## config.mk

```make
export PLATFORM = sky130hd
export DESIGN_NAME = hilo_div_unit
export DESIGN_NICKNAME = d
export VERILOG_FILES = /design/src/rtl/hilo_div_unit.sv
export SDC_FILE = /design/constraint.sdc
export NUM_CORES = 1
export LEC_CHECK = 0
export CAP_MARGIN = 0
export CORE_MARGIN = 4
export CORE_UTILIZATION = 58
export CTS_CLUSTER_DIAMETER = 80
export CTS_CLUSTER_SIZE = 16
export DETAILED_ROUTE_END_ITERATION = 7
export PLACE_DENSITY_LB_ADDON = 0.05
export SYNTH_ARGS = -nofsm -noshare
export SYNTH_HDL_FRONTEND = slang
export SYNTH_SLANG_ARGS = --single-unit
```

## constraint.sdc

```tcl
create_clock -name clk -period 7.48 [get_ports clk]
set_clock_uncertainty 0.2 [all_clocks]
set_input_delay 0.748 -clock clk [delete_from_list [all_inputs] [get_ports clk]]
set_output_delay 0.748 -clock clk [all_outputs]
set_load 0.05 [all_outputs]
```

## src/rtl/hilo_div_unit.sv

```systemverilog
// hilo_div_unit: iterative radix-2 restoring divider producing {HI=remainder, LO=quotient}
module hilo_div_unit #(
  parameter int WIDTH = 32
) (
  input  logic               clk,
  input  logic               rst,
  input  logic               start,
  input  logic               is_signed,
  input  logic [WIDTH-1:0]   srcA,
  input  logic [WIDTH-1:0]   srcB,
  input  logic               annul,
  output logic               stall,
  output logic               result_valid,
  output logic [2*WIDTH-1:0] result,
  output logic               div_by_zero
);
  localparam int CW = $clog2(WIDTH);
  localparam logic [1:0] IDLE = 2'd0, DIV = 2'd1, DONE = 2'd2;
  logic [1:0]       state;
  logic [CW-1:0]    cnt;
  logic [WIDTH-1:0] rem, quo, dvs, abs_a, abs_b, nrem, nquo, fix_r, fix_q;
  logic [WIDTH:0]   rem_sh, diff;
  logic             neg_q, neg_r, ge;
  assign stall        = (state == IDLE && start && !annul) || state == DIV;
  assign result_valid = state == DONE && !annul;
  assign abs_a  = (is_signed && srcA[WIDTH-1]) ? -srcA : srcA;
  assign abs_b  = (is_signed && srcB[WIDTH-1]) ? -srcB : srcB;
  assign rem_sh = {rem, quo[WIDTH-1]};
  assign diff   = rem_sh - {1'b0, dvs};
  assign ge     = !diff[WIDTH];
  assign nrem   = ge ? diff[WIDTH-1:0] : rem_sh[WIDTH-1:0];
  assign nquo   = {quo[WIDTH-2:0], ge};
  assign fix_q  = neg_q ? -nquo : nquo;
  assign fix_r  = neg_r ? -nrem : nrem;
  // control state, restoring datapath and result capture on entry to DONE
  always_ff @(posedge clk) begin
    if (rst) begin
      state       <= IDLE;
      cnt         <= '0;
      rem         <= '0;
      quo         <= '0;
      dvs         <= '0;
      neg_q       <= 1'b0;
      neg_r       <= 1'b0;
      result      <= '0;
      div_by_zero <= 1'b0;
    end else if (annul) begin
      state <= IDLE;
    end else if (state == IDLE && start) begin
      if (srcB == '0) begin
        state       <= DONE;
        result      <= {srcA, {WIDTH{1'b1}}};
        div_by_zero <= 1'b1;
      end else begin
        state <= DIV;
        cnt   <= '0;
        rem   <= '0;
        quo   <= abs_a;
        dvs   <= abs_b;
        neg_q <= is_signed && (srcA[WIDTH-1] ^ srcB[WIDTH-1]);
        neg_r <= is_signed && srcA[WIDTH-1];
      end
    end else if (state == DIV) begin
      rem <= nrem;
      quo <= nquo;
      cnt <= cnt + 1'b1;
      if (cnt == CW'(WIDTH - 1)) begin
        state       <= DONE;
        result      <= {fix_r, fix_q};
        div_by_zero <= 1'b0;
      end
    end else if (state == DONE) begin
      state <= IDLE;
    end
  end
endmodule

```

* Yosys cells after proc, flatten, opt, wreduce, memory -nomap -nowiden
Cells that the tools add are included.
** Storage, ports and cells
- Register bits :: 170
- Output and inout port bits :: 67
- Input port bits :: 69
- Logic and storage cells :: 70
** Operators by class
- Reduce and logical (&&, ||, !) cells :: 19
- Bitwise logic cells :: 3
- Add/subtract/negate cells :: 6
- Eq/ne operators :: 6
- Mux-type cells :: 27
** Operators by type and width (number)
- 32-bit two-way mux :: 11
- 64-bit two-way mux :: 4
- 32-bit negation :: 4
- 33-bit by 32-bit subtractor with 33-bit output :: 1
- 32-bit zero test :: 1
- 5-bit two-way mux :: 3
- 2-bit two-way mux :: 5
- 1-bit logical AND :: 6
- 3-bit AND reduction :: 2
- 5-bit by 1-bit adder with 5-bit output (second input constant) :: 1
- 5-bit == test (second input constant) :: 1
- 1-bit two-way mux :: 4
- 4-bit AND reduction :: 1
- 2-bit nonzero test :: 2
- 3-bit by 2-bit != test with 1-bit output (second input constant) :: 1
- 3-bit nonzero test :: 1
- 2-bit by 1-bit == test with 1-bit output (second input constant) :: 1
- 2-bit == test (second input constant) :: 1
- 1-bit zero test :: 2
- 2-bit zero test :: 1
- 2-bit by 1-bit != test with 1-bit output (second input constant) :: 1
- 2-bit != test (second input constant) :: 1
- 1-bit NOT :: 2
- 2-bit AND reduction :: 1
- 3 further kinds :: 3

* Depth between registers and ports, before layout
- Depth after elaboration :: 7
- Gate-level depth with buffers :: 25

* Worst setup path before layout
No wires, ideal clock.
- Path kind :: flip-flop to flip-flop
- Start point :: reg quo[31]
- End point :: reg result[60]
- Library setup time :: 0.103 ns
- Arrival time :: 4.882 ns
- Clock period less this slack :: 5.186 ns
- Slack :: 2.294 ns
- Path buffers :: 3
- Cell stages (with the launch flop) :: 25
- Path through :: dfxtp_1 > inv_1 > ha_1 > inv_1 > fa_1 > a211oi_2 > o211a_1 > nand4bb_1 > a21oi_1 > nor3_1 > nor2_2 > inv_2 > clkbuf_8 > clkbuf_1 > clkbuf_1 > nor2_1 > a21oi_1 > ha_1 > nand3_1 > a211o_2 > o31ai_4 > nand2_2 > o31ai_2 > xnor2_1 > a2111oi_2
** Between the ends
- Cells in the longest elaborated chain, start to end :: 7
** Ends and longest elaborated chain
- from (decl) :: line 21 : logic [WIDTH-1:0] rem, quo, dvs, abs_a, abs_b, nrem, nquo, fix_r, fix_q;
- from (signal assigned) :: line 58 : quo <= abs_a;
- from (signal assigned) :: line 65 : quo <= nquo;
- 33-bit by 32-bit subtractor with 33-bit output :: line 29 : assign diff = rem_sh - {1'b0, dvs};
- 32-bit two-way mux * :: line 31 : assign nrem = ge ? diff[WIDTH-1:0] : rem_sh[WIDTH-1:0];
- 32-bit negation :: line 34 : assign fix_r = neg_r ? -nrem : nrem;
- 32-bit two-way mux * :: line 34
- 64-bit two-way mux * :: line 67 : if (cnt == CW'(WIDTH - 1)) begin
- 64-bit two-way mux * :: line 63 : end else if (state == DIV) begin
- 64-bit two-way mux * :: line 49 : end else if (state == IDLE && start) begin
- to (signal assigned) :: line 52 : result <= {srcA, {WIDTH{1'b1}}};
- to (signal assigned) :: line 69 : result <= {fix_r, fix_q};
- to (decl) :: line 14 : output logic [2*WIDTH-1:0] result,
Mark *: on every way between the ends. The rest lies on a longest branch, timed or not. The select of a mux whose other input is x is not followed.
A chain may end at the register's enable or synchronous reset.

* Worst setup path in the final report
- Start point :: reg rem[26]
- End point :: reg result[60]
** Between the ends
- Cells in the longest elaborated chain, start to end :: 7
** Ends and longest elaborated chain
- from (decl) :: line 21
- from (signal assigned) :: line 64 : rem <= nrem;
- 33-bit by 32-bit subtractor with 33-bit output :: line 29
- 32-bit two-way mux * :: line 31
- 32-bit negation :: line 34
- 32-bit two-way mux * :: line 34
- 64-bit two-way mux * :: line 67
- 64-bit two-way mux * :: line 63
- 64-bit two-way mux * :: line 49
Marked as above.

==> impl_metrics.csv <==
group,metric,value,unit
setup_path,ff2ff_path_depth,18,
sta,rsz0062_at_grt,"no",
setup_path,path_class,"flip-flop to flip-flop",
final_layout,fillers,1770,
power_and_ir_drop,p_per_area,168,nW/µm²
routing,dr.pass1.iters,5,
hold_path,holdPathStages,2,
routing,wl,34600,µm
place,pre_cts_ws,2.02,ns
setup_path,crit_fanout,40,
cts,cts_resized,0,
setup_path,cp-start-kind,"flip-flop",
cts,cts_buffer_depth,2,
cts,cts_buffers,17,
global_route,antenna_found_initial,0,
die,core,20400,µm²
power_and_ir_drop,leakage,0.00519,µW
final_layout,drive_gt1_frac,0.0522,
global_route,gr-total-overflow,0,
yosys,ys_ff_latch,170,
cts,tritoncts,"yes",
final_layout,fin_cells,1974,
run_status,outcome,"complete, no violations",
routing,routed_via_density,6.08,
final_layout,most-common-layout-cells,"nor2_1, dfxtp_1, a21oi_1",
cts,htree_levels,4,
cts,insertion_delay,0.44,ns
die,io_pins,136,
setup_path,cp.required,7.62,ns
global_route,grt_pass1_vias,11000,
cts,post_cts_buffers,0,
setup_path,timing.rr.start,"rem[26]$_SDFFE_PP0P_",
global_route,grt_usage,0.285,
die,row_count,52,
yosys,synth_edf_count,0,
setup_path,critical-path-top-delay-family,"compound AO/OA/AOI/OAI gates",
routing,drt_iter0_markers,906,
global_route,grt_max_degree,89,
place,place.gp.congestion,0.895,
die,die-area,23300,µm²
yosys,ys_seq_area_frac,0.281,
yosys,ys_top_cells_by_area,"dfxtp_1, nor2_1, a21oi_1",
setup_path,cp_cell_sequence,"ha_1 > nand2_1 > nor2_1 > a2111oi_0 > a41oi_1 > o21a_1 > buf_4 > nor2_4 > buf_4 > mux2i_1 > ha_1 > nand3_1 > a211o_2 > o31ai_4 > nand2_2 > o31ai_2 > xnor2_1 > a2111oi_2",
die,die_y,153,µm
routing,avgRoutedWirePerCell,17.5,µm
sta,hold_viol,0,
sta,layout_setup_ws,1.94,ns
setup_path,r2r-end,"result[60]$_SDFFE_PP0P_",
yosys,syn_area,12100,µm²
yosys,synth_warnings,0,
yosys,synth.avg_cell_area,7.44,µm²
final_layout,final_common_cell,"nor2_1",
final_layout,finalNetCount,1800,
yosys,synth_top_area_frac,0.281,
yosys,synthDistinctLibCells,85,
sta,finalSetupTns,0,ns
sta,post-route-period-util,0.740,
setup_path,cpMaxStageDelayCell,"buf_4",
final_layout,syn_to_final_growth,15.8,%
sta,period_needed,5.54,ns
cts,path_clk_slew,0.07,ns
routing,num_vias,12000,
setup_path,cp.arrival,5.67,ns
routing,ant_nets,0,
routing,route.detailed.drc,0,
cts,cts-root-buf,"clkbuf_16",
place,hpwl,25900,µm
setup_path,startpoint,"rem[26]$_SDFFE_PP0P_",
power_and_ir_drop,ir_drop,0.141,mV
setup_path,slowest_delay,0.45,ns
setup_path,reg2reg_slack,1.94,ns
place,portBuffers,135,
sta,drv_slew,0,
place,dpl.cell_count,1943,
setup_path,crit_end,"result[60]$_SDFFE_PP0P_",
yosys,synth_cells,1630,
yosys,async_flop_share,0,
hold_path,hold_path_class,"flip-flop to flip-flop",
cts,clock_sinks,170,
sta,finalSetupViolations,0,
setup_path,endpoint_kind,"flip-flop",
die,die_width,153,µm
setup_path,path_buf_inv,2,
cts,cts_hold_buf,0,
run,drv_cap,0,
die,start_util,0.593,
yosys,yosysTopAreaCell,"dfxtp_1",
global_route,grt_pass1_wl,55700,µm
yosys,synth_ff_type,"dfxtp_1",
yosys,syn_nets,1738,
setup_path,worst-path-stages,18,
sta,worst_pin_slew,1.19,ns
final_layout,insertedDiodeCount,0,
sta,max_freq,181,MHz
sta,max_slew_margin,0.209,
==> metal layers <==
metal	up-vias	global-route usage	routed length (µm)
met3	45	0.0307	2160
met2	470	0.475	16000
met5	-	0	0
met1	5493	0.387	15600
li1	5994	-	-
met4	0	0.0933	766
==> state kept, by name, summed over array words and instances (netlist names), 2 cells and up <==
signal	flops
result	64
quo	32
cnt	5
dvs	32
rem	32
state	2
==> logic make-up after synthesis <==
logic type / share of synthesized area
buffers and inverters: 0.0582
AND/OR/NAND/NOR: 0.222
AO/OA/AOI/OAI: 0.275
flip-flops: 0.281
multiplexers: 0.0211
XOR/XNOR: 0.102
adder cells (fa/ha/maj): 0.0409
==> per-stage QoR <==
step           hold WS [ns]  power (µW)  area [µm²]   util
3_3_place_gp          0.239        1470       13500  0.659
4_1_cts               0.257        2360       14000  0.687
3_5_place_dp          0.248        1470       13500  0.659
2_1_floorplan         0.232        1330       12100      -
6_report              0.255        2360       14000  0.687
5_1_grt               0.281        2460       14000  0.687
==> layout make-up <==
type                    count  area (µm²)  share of cell area
repair buffers            150        1460               0.104
inverters                  54         203              0.0144
clock buffers              17         425              0.0303
flip-flops and latches    170        3400               0.242
clock inverters            14         159              0.0113
multi-input cells        1299        8050               0.573
well taps                 270         338              0.0241
==> worst reg2reg max path, cell delays in order, from the launching register on <==
cell and delay [ns]:
dfxtp_1 0.36, ha_1 0.43, nand2_1 0.19, nor2_1 0.06
a2111oi_0 0.44, a41oi_1 0.36, o21a_1 0.27, buf_4 0.19
nor2_4 0.13, buf_4 0.46, mux2i_1 0.42, ha_1 0.30
nand3_1 0.10, a211o_2 0.37, o31ai_4 0.28, nand2_2 0.13
o31ai_2 0.28, xnor2_1 0.11, a2111oi_2 0.35
==> how the worst min path moves through the flow <==
stage | from | endpoint
after CTS | dvs[31]$_SDFFE_PP0P_ | dvs[31]$_SDFFE_PP0P_
after detailed placement | dvs[31]$_SDFFE_PP0P_ | dvs[31]$_SDFFE_PP0P_
after global placement | result[40]$_SDFFE_PP0P_ | result[40]$_SDFFE_PP0P_
after floorplan | dvs[18]$_SDFFE_PP0P_ | dvs[18]$_SDFFE_PP0P_
after global routing | dvs[18]$_SDFFE_PP0P_ | dvs[18]$_SDFFE_PP0P_
final | dvs[31]$_SDFFE_PP0P_ | dvs[31]$_SDFFE_PP0P_
==> Yosys cell counts, drive strengths merged (5+ instances only) <==
library cell / instances
a211o: 5
a211oi: 71
a21o: 14
a21oi: 154
a22oi: 15
a311oi: 20
a31oi: 26
and2: 17
and3: 9
buf: 13
clkbuf: 94
dfxtp: 170
ha: 38
inv: 54
mux2i: 21
nand2: 142
nand2b: 9
nand3: 24
nand4: 8
nor2: 256
nor2b: 10
nor3: 38
nor4: 20
nor4b: 5
o2111ai: 5
o211ai: 8
o21a: 8
o21ai: 105
o21bai: 6
o31a: 5
o31ai: 21
o41ai: 15
or3: 18
or4: 16
xnor2: 69
xor2: 72
==> power breakdown <==
| part | switching [µW] | total (µW) | internal [µW] | leakage [µW] |
|---|---|---|---|---|
| registers | 21.6 | 949 | 928 | 0.00138 |
| clock network | 423 | 896 | 473 | 0.000275 |
| logic | 321 | 515 | 194 | 0.00354 |
(Power assumes the default switching activity.)
